### src/rtl/fsm_stim_sig.sv
// Stimulus driver (LFSR -> x_out) and 20-bit MISR response compactor for the benchmark controller FSMs.
// Define ACTIVITY_CNT_EN to add active_cnt, a count of RUN cycles with nonzero y_in.
module fsm_stim_sig #(
  parameter int          NUM_CYCLES  = 256,
  parameter logic [15:0] SEED        = 16'hACE1,
  parameter int          DUT_RST_CYC = 2
) (
  input  logic        clk,
  input  logic        rst,
  input  logic        start,
  input  logic        seed_load,
  input  logic [15:0] seed_in,
  output logic [4:0]  x_out,
  output logic        dut_rst,
  input  logic [19:0] y_in,
  output logic        busy,
  output logic        done,
  output logic [19:0] signature,
  output logic [15:0] cycles_run
`ifdef ACTIVITY_CNT_EN
  ,
  output logic [15:0] active_cnt
`endif
);

  typedef enum logic [1:0] {S_IDLE, S_RESET_DUT, S_RUN, S_DONE} state_t;

  localparam logic [15:0] LAST_RUN = 16'(NUM_CYCLES - 1);
  localparam logic [3:0]  LAST_RST = 4'(DUT_RST_CYC - 1);

  state_t      state_q, state_d;
  logic [15:0] lfsr_q, lfsr_d;
  logic [19:0] misr_q, misr_d;
  logic [15:0] cyc_q, cyc_d;
  logic [3:0]  rcnt_q, rcnt_d;
  logic [4:0]  x_last_q, x_last_d;
  logic        dut_rst_q, dut_rst_d;
`ifdef ACTIVITY_CNT_EN
  logic [15:0] act_q, act_d;
`endif

  always_ff @(posedge clk or posedge rst) begin
    if (rst) begin
      state_q   <= S_IDLE;
      lfsr_q    <= SEED;
      misr_q    <= '0;
      cyc_q     <= '0;
      rcnt_q    <= '0;
      x_last_q  <= '0;
      dut_rst_q <= 1'b0;
`ifdef ACTIVITY_CNT_EN
      act_q     <= '0;
`endif
    end else begin
      state_q   <= state_d;
      lfsr_q    <= lfsr_d;
      misr_q    <= misr_d;
      cyc_q     <= cyc_d;
      rcnt_q    <= rcnt_d;
      x_last_q  <= x_last_d;
      dut_rst_q <= dut_rst_d;
`ifdef ACTIVITY_CNT_EN
      act_q     <= act_d;
`endif
    end
  end

  always_comb begin
    state_d  = state_q;
    lfsr_d   = lfsr_q;
    misr_d   = misr_q;
    cyc_d    = cyc_q;
    rcnt_d   = rcnt_q;
    x_last_d = x_last_q;
`ifdef ACTIVITY_CNT_EN
    act_d    = act_q;
`endif
    case (state_q)
      S_IDLE, S_DONE: begin
        // A zero seed would lock the LFSR at zero, so fall back to SEED.
        if (seed_load) lfsr_d = (seed_in == 16'h0) ? SEED : seed_in;
        if (start) begin
          state_d = S_RESET_DUT;
          rcnt_d  = '0;
          misr_d  = '0;
          cyc_d   = '0;
`ifdef ACTIVITY_CNT_EN
          act_d   = '0;
`endif
        end
      end
      S_RESET_DUT: begin
        if (rcnt_q == LAST_RST) state_d = S_RUN;
        else                    rcnt_d  = rcnt_q + 4'd1;
      end
      S_RUN: begin
        misr_d   = {misr_q[18:0], misr_q[19] ^ misr_q[16]} ^ y_in;
        lfsr_d   = {lfsr_q[14:0], lfsr_q[15] ^ lfsr_q[13] ^ lfsr_q[12] ^ lfsr_q[10]};
        x_last_d = lfsr_q[4:0];
        if (cyc_q != 16'hFFFF) cyc_d = cyc_q + 16'd1;
`ifdef ACTIVITY_CNT_EN
        if ((y_in != 20'h0) && (act_q != 16'hFFFF)) act_d = act_q + 16'd1;
`endif
        if (cyc_q == LAST_RUN) state_d = S_DONE;
      end
      default: state_d = S_IDLE;
    endcase
    dut_rst_d = (state_d == S_RESET_DUT);
  end

  // DONE shows the last applied stimulus, not the already-advanced LFSR.
  always_comb begin
    x_out = 5'h0;
    case (state_q)
      S_RESET_DUT, S_RUN: x_out = lfsr_q[4:0];
      S_DONE:             x_out = x_last_q;
      default:            x_out = 5'h0;
    endcase
  end

  assign dut_rst    = dut_rst_q;
  assign busy       = (state_q == S_RESET_DUT) || (state_q == S_RUN);
  assign done       = (state_q == S_DONE);
  assign signature  = misr_q;
  assign cycles_run = cyc_q;
`ifdef ACTIVITY_CNT_EN
  assign active_cnt = act_q;
`endif

endmodule

### config.mk
export PLATFORM = sky130hd
export DESIGN_NAME = fsm_stim_sig
export DESIGN_NICKNAME = d
export VERILOG_FILES = /design/src/rtl/fsm_stim_sig.sv
export SDC_FILE = /design/constraint.sdc
export NUM_CORES = 1
export LEC_CHECK = 0
export ABC_AREA = 1
export ABC_CLOCK_PERIOD_IN_PS = 1800
export CAP_MARGIN = 20
export CELL_PAD_IN_SITES_DETAIL_PLACEMENT = 0
export CELL_PAD_IN_SITES_GLOBAL_PLACEMENT = 2
export CORE_AREA = 2 2 120 122
export DETAILED_ROUTE_END_ITERATION = 12
export DIE_AREA = 0 0 122 124
export PLACE_DENSITY = 0.86
export SLEW_MARGIN = 0
export SYNTH_ARGS = -nofsm -noshare
export SYNTH_HDL_FRONTEND = slang
export SYNTH_SLANG_ARGS = --single-unit
### constraint.sdc
create_clock -name clk -period 1.8 [get_ports clk]
set_input_delay 0.18 -clock clk [delete_from_list [all_inputs] [get_ports clk]]
set_output_delay 0.18 -clock clk [all_outputs]
set_load 0.05 [all_outputs]
-- After elaboration in Yosys (flattened, before gate mapping)
Cells that the tools add are included.
- flip-flop bits (word level): 64
- bits of input ports: 40
- output and inout bits: 44
- word-level logic and storage cells: 52
- add/sub/neg operators: 2
- equal/unequal tests: 11
- mux-type cells: 16
- bitwise operators: 5
- reductions and logical operators: 11
- operators by type and width (kind ; number):
    $mux 16 ; 4
    $pmux 16 s2 ; 2
    $pmux 20 s2 ; 1
    $mux 20 ; 1
    $xor 20x20->20 ; 1
    $add 16x1->16 const B ; 1
    $eq 16x8->1 const B ; 1
    $logic_not 16->1 ; 1
    $ne 16x16->1 const B ; 1
    $pmux 5 s2 ; 1
    $mux 4 ; 2
    $ne 2x2->1 const B ; 4
    $pmux 4 s2 ; 1
    $mux 2 ; 3
    $pmux 2 s3 ; 1
    $reduce_and 3->1 ; 2
    $add 4x1->4 const B ; 1
    $eq 2x1->1 const B ; 2
    $eq 2x2->1 const B ; 2
    $eq 4x1->1 const B ; 1
    $reduce_and 2->1 ; 2
    $reduce_bool 2->1 ; 2
    $reduce_or 2->1 ; 2
    $xor 1x1->1 ; 4
    other kinds (2) ; 2

-- Logic depth before layout (Yosys ltp)
Gate-level depths: netlist of the first run.
- depth after elaboration: 4
- mapped depth: 11
- gate-level depth less buffers: 11

-- Worst setup path after synthesis of the first run
OpenSTA, ideal clock, no wires.
- path type: reg2out
- start: reg state_q[0]
- end: out x_out[1]
- arrival: 2.146 ns
- required time: 1.620 ns
- slack: -0.526 ns
- stages on the path, launching flop included: 6
- path buffers: 1
- cell sequence: dfrtp_1 -> inv_1 -> ha_1 -> buf_2 -> nand2_1 -> a21oi_1
- word-level cells in the longest chain between the ends: 3
- elaborated cells on any way between the ends: 5
- classes of those cells: 3 x eq/ne; 1 x mux; 1 x reduce/logical
- ends and longest elaborated chain (item ; RTL line ; text):
    start: declaration ; 31 ; state_t state_q, state_d;
    start signal: assignment ; 55 ; state_q <= state_d;
    $eq 2x1->1 or $eq 2x2->1 (tied branches) ; 114 ; case (state_q)
    $reduce_or 2->1 ; 114 ;
    $pmux 5 s2 (*) ; 114 ;
    end: declaration ; 13 ; output logic [4:0] x_out,
Mark *: on every way between the ends. The rest lies on a longest branch, timed or not.

-- Final worst setup path of the first run
- start: reg state_q[0]
- end: out x_out[4]
The elaborated chain is that of the path after synthesis.

==> results of run 1 <==
## kinds of logic (layout without fill, tap and decap cells)
| logic type | Yosys count | count (layout) | share of synthesized area |
|---|---|---|---|
| AO/OA/AOI/OAI | 67 | 67 | 0.115 |
| XOR/XNOR | 35 | 35 | 0.0866 |
| adder cells (fa/ha/maj) | 8 | 8 | 0.0283 |
| buffers and inverters | 72 | 174 | 0.0848 |
| flip-flops | 64 | 64 | 0.455 |
| multiplexers | 1 | 1 | 0.00283 |
| AND/OR/NAND/NOR | 193 | 193 | 0.228 |
## worst max path at each step
stage | from | end | slack [ns]
4_1_cts | state_q[0]$_DFF_PP0_ | x_out[4] | 0.0004
3_5_place_dp | cycles_run[0]$_DFFE_PP0P_ | cycles_run[0]$_DFFE_PP0P_ | 0.11
3_3_place_gp | cycles_run[0]$_DFFE_PP0P_ | cycles_run[1]$_DFFE_PP0P_ | 0.15
2_1_floorplan | state_q[1]$_DFF_PP0_ | cycles_run[8]$_DFFE_PP0P_ | 0.03
5_1_grt | state_q[0]$_DFF_PP0_ | x_out[4] | -0.05
6_report | state_q[0]$_DFF_PP0_ | x_out[4] | 0.02
## metrics by stage
| stage | TNS, ns | hold WS [ns] | instance area (um2) |
|---|---|---|---|
| 6_report | 0 | 0.301 | 5220 |
| 3_5_place_dp | 0 | 0.455 | 4740 |
| 5_1_grt | -0.173 | 0.337 | 5220 |
| 3_3_place_gp | 0 | 0.457 | 4740 |
| 4_1_cts | 0 | 0.315 | 5130 |
| 2_1_floorplan | 0 | 0.308 | 3610 |
## registers in the layout, summed over array words and instances, names as in the netlist
name        flops
signature      20
cycles_run     16
lfsr_q         16
x_last_q        5
rcnt_q          4
state_q         2
dut_rst         1
## cell usage in the layout (no fill, tap or decap), types with 4 or more instances in the layout
| cell type | netlist | routed |
|---|---|---|
| clkdlybuf4s50_1 | 0 | 60 |
| o21ai_0 | 14 | 13 |
| xor2_1 | 9 | 9 |
| o21ai_2 | 9 | 9 |
| clkbuf_16 | 0 | 10 |
| xnor2_1 | 26 | 26 |
| buf_12 | 0 | 10 |
| nand4_1 | 7 | 7 |
| nor2_1 | 42 | 39 |
| a21oi_1 | 16 | 11 |
| ha_1 | 8 | 5 |
| nand2_1 | 115 | 114 |
| dlymetal6s2s_1 | 0 | 4 |
| inv_1 | 55 | 51 |
| o22ai_1 | 22 | 22 |
| buf_4 | 0 | 24 |
| dfrtp_1 | 56 | 54 |
| a21oi_4 | 0 | 5 |
| a31oi_1 | 4 | 4 |
| dfstp_2 | 8 | 8 |
| nand3_1 | 18 | 18 |
## worst max-delay path, delay by kind of cell, from the launching register on
kind / cells / cell delay (ns)
AO/OA/AOI/OAI: 1 / 0.19
adder cells (fa/ha/maj): 1 / 0.32
buffers and inverters: 2 / 0.24
flip-flops: 1 / 0.41
AND/OR/NAND/NOR: 1 / 0.11
## synth_stat cells, types with 7 or more instances
master,n,area [um2]
xnor2_1,26,228
o21ai_0,14,70.1
dfrtp_1,56,1400
nor2_1,42,158
dfstp_2,8,210
nand2_1,115,432
a21oi_1,16,80.1
xor2_1,9,78.8
inv_1,55,206
o22ai_1,22,138
buf_2,9,45.0
nand4_1,7,43.8
o21ai_2,9,78.8
nand3_1,18,90.1
ha_1,8,100
## cell type report
type                    count  area share
clock buffers               9      0.0432
well taps                 180      0.0432
clock inverters             7      0.0240
multi-input cells         304       0.331
inverters                  56      0.0415
repair buffers            102       0.208
flip-flops and latches     64       0.309
## routing by layer
metal / wire (um) / global-route usage
met5: 0 / 0
met3: 340 / 0.0256
met4: 128 / 0.0517
met2: 4460 / 0.205
met1: 4460 / 0.172
## power by group through the flow
stage | logic, mW | registers [mW] | clock network (mW)
final | 1.96 | 1.92 | 2.06
after global routing | 2.07 | 1.96 | 2.18
after CTS | 1.98 | 1.93 | 2.11
after detailed placement | 1.98 | 1.95 | 0
after global placement | 1.97 | 1.95 | 0
after floorplan | 0.500 | 2.72 | 0
## timing repair
item	CTS	global route
endpoints found under the hold margin	0	0
setup endpoints to repair	7	58
setup buffers	4	3
pin swaps	2	5
gates cloned	0	1
resized for setup	5	14
==> impl_metrics.tcl, run 1 <==
set metrics [dict create \
    final-setup-viol-count 0 \
    drive_above_1_share 0.175 \
    p_switching_mw 2.13 \
    yosysSeqAreaShare 0.455 \
    sequentialPowerShare 0.323 \
    synth_cells 440 \
    synth_cell_types 32 \
    start_kind "register" \
    core_um2 13700 \
    drv_cap 0 \
    io_pins 84 \
    worstSetupPathType "register to output pin" \
    path_max_fanout 7 \
    viasPerCell 4.30 \
    power_mw 5.94 \
    clockPowerShare 0.346 \
    root_buffer "clkbuf_16" \
    outcome "finished clean" \
    max_stage_delay_ns 0.41 \
    gr-total-overflow 0 \
    grt_pass1_vias 2991 \
    dpl.hpwl_mm 6.69 \
    slew_headroom 0.661 \
    syn_nets 488 \
    drtAntennaViolNets 0 \
    drt_drc_violations_left 0 \
    skew_ns 0.00865 \
    ys_async_sr_fraction 1.00 \
    tightest_slew_ns 0.508 \
    min_period_ns 1.78 \
    worstSetupEndpointType "output pin" \
    antenna_found_initial 0 \
    syn_area_um2 3540 \
    cts_tree "done" \
    cp.arrival_ns 1.60 \
    grt_start_max_net_pins 65 \
    powerDensity_nw_per_um2 1140 \
    max-clock-path-buffers 2 \
    critPathSlowestCell "dfrtp_1" \
    path_cells "inv_2, ha_4, nand2_1, a21oi_4, buf_12" \
    die-area_um2 15100 \
    power.internal_mw 3.82 \
    start_util 0.258 \
    drt_wl_total_mm 9.38 \
    synth_edf_count 0 \
    num_antenna_cells 0 \
    track_usage 0.129 \
    ys_ff_latch 64 \
    die_w_um 122 \
    min_path_type "input pin to async pin" \
    clkSinkCount 64 \
    dpl.cell_count 698 \
    vias 3106 \
    finalMaxSlewViolations 0 \
    die_y_um 124 \
    p_comb_frac 0.331 \
    grt_pass1_wl_mm 15.0 \
    final_core_util 0.380 \
    grt_setup_unrepaired "yes" \
    r2r-start "state_q[0]$_DFF_PP0_" \
    layout.nets 585 \
    drt-pass1-iter-count 4 \
    rows 43 \
    syn_avg_cell_area_um2 8.05 \
    switching_share 0.358 \
    fin_cells 722 \
    ff_latch_area_um2 1610 \
    clk_latency_ns 0.33 \
    dp_slack_ns 0.113 \
    htree_num_levels 3 \
    drt_iter0_markers 178 \
    cts.clk_slew.worst_paths_ns 0.06 \
    io_buffers 83 \
    routabilityCongestion 0.832 \
    fillers 1416 \
    multi_input_area_um2 1730 \
    r2r_slack_ns 0.11 \
    layout_setup_ws_ns 0.0192 \
    cts_buffers 9 \
    reg2reg_depth 10 \
    cts.hold.buffers_added 0 \
    reg2reg_to "lfsr_q[8]$_DFFE_PP0P_" \
    areaGrowthSynthToFinish_pct 47.3 \
    required_ns 1.62 \
    yosys_warnings 0 \
    finalCritPeriodShare 0.989 \
    ys.flop_type "dfrtp_1" \
    p_leak_nw 2.32 \
    vdd.ir_drop.worst_mv 0.453 \
    hold_violations 0 \
    fmax_mhz 562 \
    wire_per_inst_um 13.0 \
]
Note: power is estimated with default switching activity, not from simulation.
==> run 2, diff against run 1 <==
--- a/config.mk
+++ b/config.mk
@@ -6,14 +6,14 @@
 export NUM_CORES = 1
 export LEC_CHECK = 0
 export ABC_AREA = 1
-export ABC_CLOCK_PERIOD_IN_PS = 1800
+export ABC_CLOCK_PERIOD_IN_PS = 2000
 export CAP_MARGIN = 20
 export CELL_PAD_IN_SITES_DETAIL_PLACEMENT = 0
 export CELL_PAD_IN_SITES_GLOBAL_PLACEMENT = 2
-export CORE_AREA = 2 2 120 122
+export CORE_AREA = 2 2 114 116
 export DETAILED_ROUTE_END_ITERATION = 12
-export DIE_AREA = 0 0 122 124
-export PLACE_DENSITY = 0.86
+export DIE_AREA = 0 0 116 118
+export PLACE_DENSITY = 0.9
 export SLEW_MARGIN = 0
 export SYNTH_ARGS = -nofsm -noshare
 export SYNTH_HDL_FRONTEND = slang
==> constraint.sdc (replaced) <==
create_clock -name clk -period 2 [get_ports clk]
set_input_delay 0.2 -clock clk [delete_from_list [all_inputs] [get_ports clk]]
set_output_delay 0.2 -clock clk [all_outputs]
set_load 0.05 [all_outputs]
==> run 2 against run 1 <==
Net effect:
- core utilization rose by 2.2 points
- global-route usage rose by 1.3 points
- first-iteration DRC count fell by 39%
- clock skew fell by 0.0020 ns
- largest power group is now combinational cells
- hold slack got worse by 0.077 ns
- combinational power fell by 9.7%
- die area fell by 9.5%
- clock power fell by 18%
- setup slack improved by 0.066 ns
- clock-buffer cell count rose by 3
- critical path depth rose by 1
==> impl_metrics.tcl, run 2 (synthesized netlist as in run 1, its figures left out) <==
set metrics [dict create \
    max-clock-path-buffers 2 \
    cts_tree "done" \
    worstSetupPathType "register to output pin" \
    die_y_um 118 \
    num_antenna_cells 0 \
    critPathSlowestCell "dfrtp_1" \
    fin_tns_setup_ns 0 \
    path_max_fanout 8 \
    io_pins 84 \
    wire_per_inst_um 12.8 \
    max_stage_delay_ns 0.42 \
    finalMaxSlewViolations 0 \
    vias 3091 \
    core_um2 12400 \
    min_period_ns 1.91 \
    antenna_found_initial 0 \
    hold_violations 0 \
    hold_ws_ns 0.224 \
    final-setup-viol-count 0 \
    p_leak_nw 2.18 \
    dp_slack_ns 0.0469 \
    cp.arrival_ns 1.71 \
    drt_drc_violations_left 0 \
    cts.hold.buffers_added 0 \
    slew_headroom 0.634 \
    drt-pass1-iter-count 4 \
    r2r_slack_ns 0.21 \
    grt_pass1_wl_mm 15.2 \
    routabilityCongestion 0.791 \
    clk_latency_ns 0.33 \
    start_util 0.285 \
    largest_register_ffs 20 \
    min_path_type "input pin to async pin" \
    grt_setup_unrepaired "no" \
    areaGrowthSynthToFinish_pct 41.2 \
    outcome "finished clean" \
    final_common_cell "nand2_1" \
    clkSinkCount 64 \
    htree_num_levels 3 \
    skew_ns 0.00666 \
    drt_wl_total_mm 9.04 \
    drive_above_1_share 0.127 \
    grt_pass1_vias 3157 \
    track_usage 0.142 \
    layout.nets 579 \
    required_ns 1.80 \
    die-area_um2 13700 \
    die_w_um 116 \
    root_buffer "clkbuf_16" \
    drtAntennaViolNets 0 \
    reg2reg_depth 7 \
    tightest_slew_ns 0.548 \
    final_cell_mix "115 x nand2_1, 76 x clkdlybuf4s50_1, 56 x dfrtp_1" \
    path_cells "inv_2, ha_4, buf_4, nand2_1, a21oi_2, buf_12" \
    viasPerCell 4.37 \
    powerDensity_nw_per_um2 1040 \
    drt_iter0_markers 108 \
    gr-total-overflow 0 \
    io_buffers 83 \
    cts.clk_slew.worst_paths_ns 0.05 \
    path_depth 6 \
    power_mw 5.20 \
    start_kind "register" \
    worst-path-buf-inv 3 \
    grt_start_max_net_pins 26 \
    dpl.hpwl_mm 6.73 \
    layout_setup_ws_ns 0.0855 \
    cts_buffers 9 \
    worstSetupEndpointType "output pin" \
    vdd.ir_drop.worst_mv 0.418 \
    fmax_mhz 522 \
    drv_cap 0 \
    rows 41 \
    finalCritPeriodShare 0.957 \
    crit_family "flip-flops" \
]
run 2: changes by cell type in the layout (fill, tap and decap cells not counted), sizes merged:
cell,change
inv,-2
dlygate4sd2,-2
buf,-15
clkdlybuf4s50,+16
bufinv,-1
clkbuf,+2
dlymetal6s2s,-4
clkinv,+1
clkinvlp,-1
run 2: worst reg2reg max path, stage by stage (launching register included):
cell,delay [ns]
dfrtp_1,0.41
inv_2,0.13
ha_4,0.24
nor2_1,0.28
inv_1,0.15
nand2_1,0.09
buf_4,0.23
o22ai_1,0.14
run 2: layout make-up:
cell class | instances | area, um2
timing repair buffer | 96 | 986
fill | 1317 | 7410
multi-input combinational | 304 | 1660
clock inverter | 4 | 70.1
clock buffer | 12 | 246
tap | 172 | 215
inverter | 56 | 210
sequential | 64 | 1610
run 2: metal layers:
metal | global-route usage | part of all wire | up-vias
met5 | 0 | 0 | -
met4 | 0.0841 | 0.035 | 0
met3 | 0.0201 | 0.029 | 22
met2 | 0.231 | 0.49 | 61
met1 | 0.177 | 0.44 | 1428
li1 | - | - | 1580
run 2: path summary, 6_finish.rpt:
kind,from,end
worst max register to register,state_q[1]$_DFF_PP0_,signature[3]$_DFFE_PP0P_
max in group asynchronous,rst,signature[8]$_DFFE_PP0P_
min in group clk,seed_in[8],lfsr_q[8]$_DFFE_PP0P_
worst max-delay path,state_q[0]$_DFF_PP0_,x_out[3]
worst min-delay path,rst,x_last_q[4]$_DFFE_PP0P_
worst min register to register,lfsr_q[6]$_DFFE_PP1P_,lfsr_q[6]$_DFFE_PP1P_
run 2: stage by stage:
stage	cells	area [um2]	utilization
2_1_floorplan	440	3560	-
3_3_place_gp	691	4670	0.376
3_5_place_dp	691	4670	0.376
4_1_cts	707	4990	0.402
5_1_grt	708	5000	0.403
6_report	708	5000	0.403
run 2: power by group:
part / switching, mW / internal (mW) / total (mW)
Clock: 0.570 / 1.12 / 1.69
Sequential: 0.228 / 1.51 / 1.74
Combinational: 1.07 / 0.698 / 1.77
run 2: timing repair:
item                                    4_1_cts  5_1_grt
buffers inserted                              0        1
endpoints found under the setup margin        2       29
gates resized for setup                       1        2
endpoints found under the hold margin         0        0
pin swaps                                     0        2
gates cloned                                  0        0
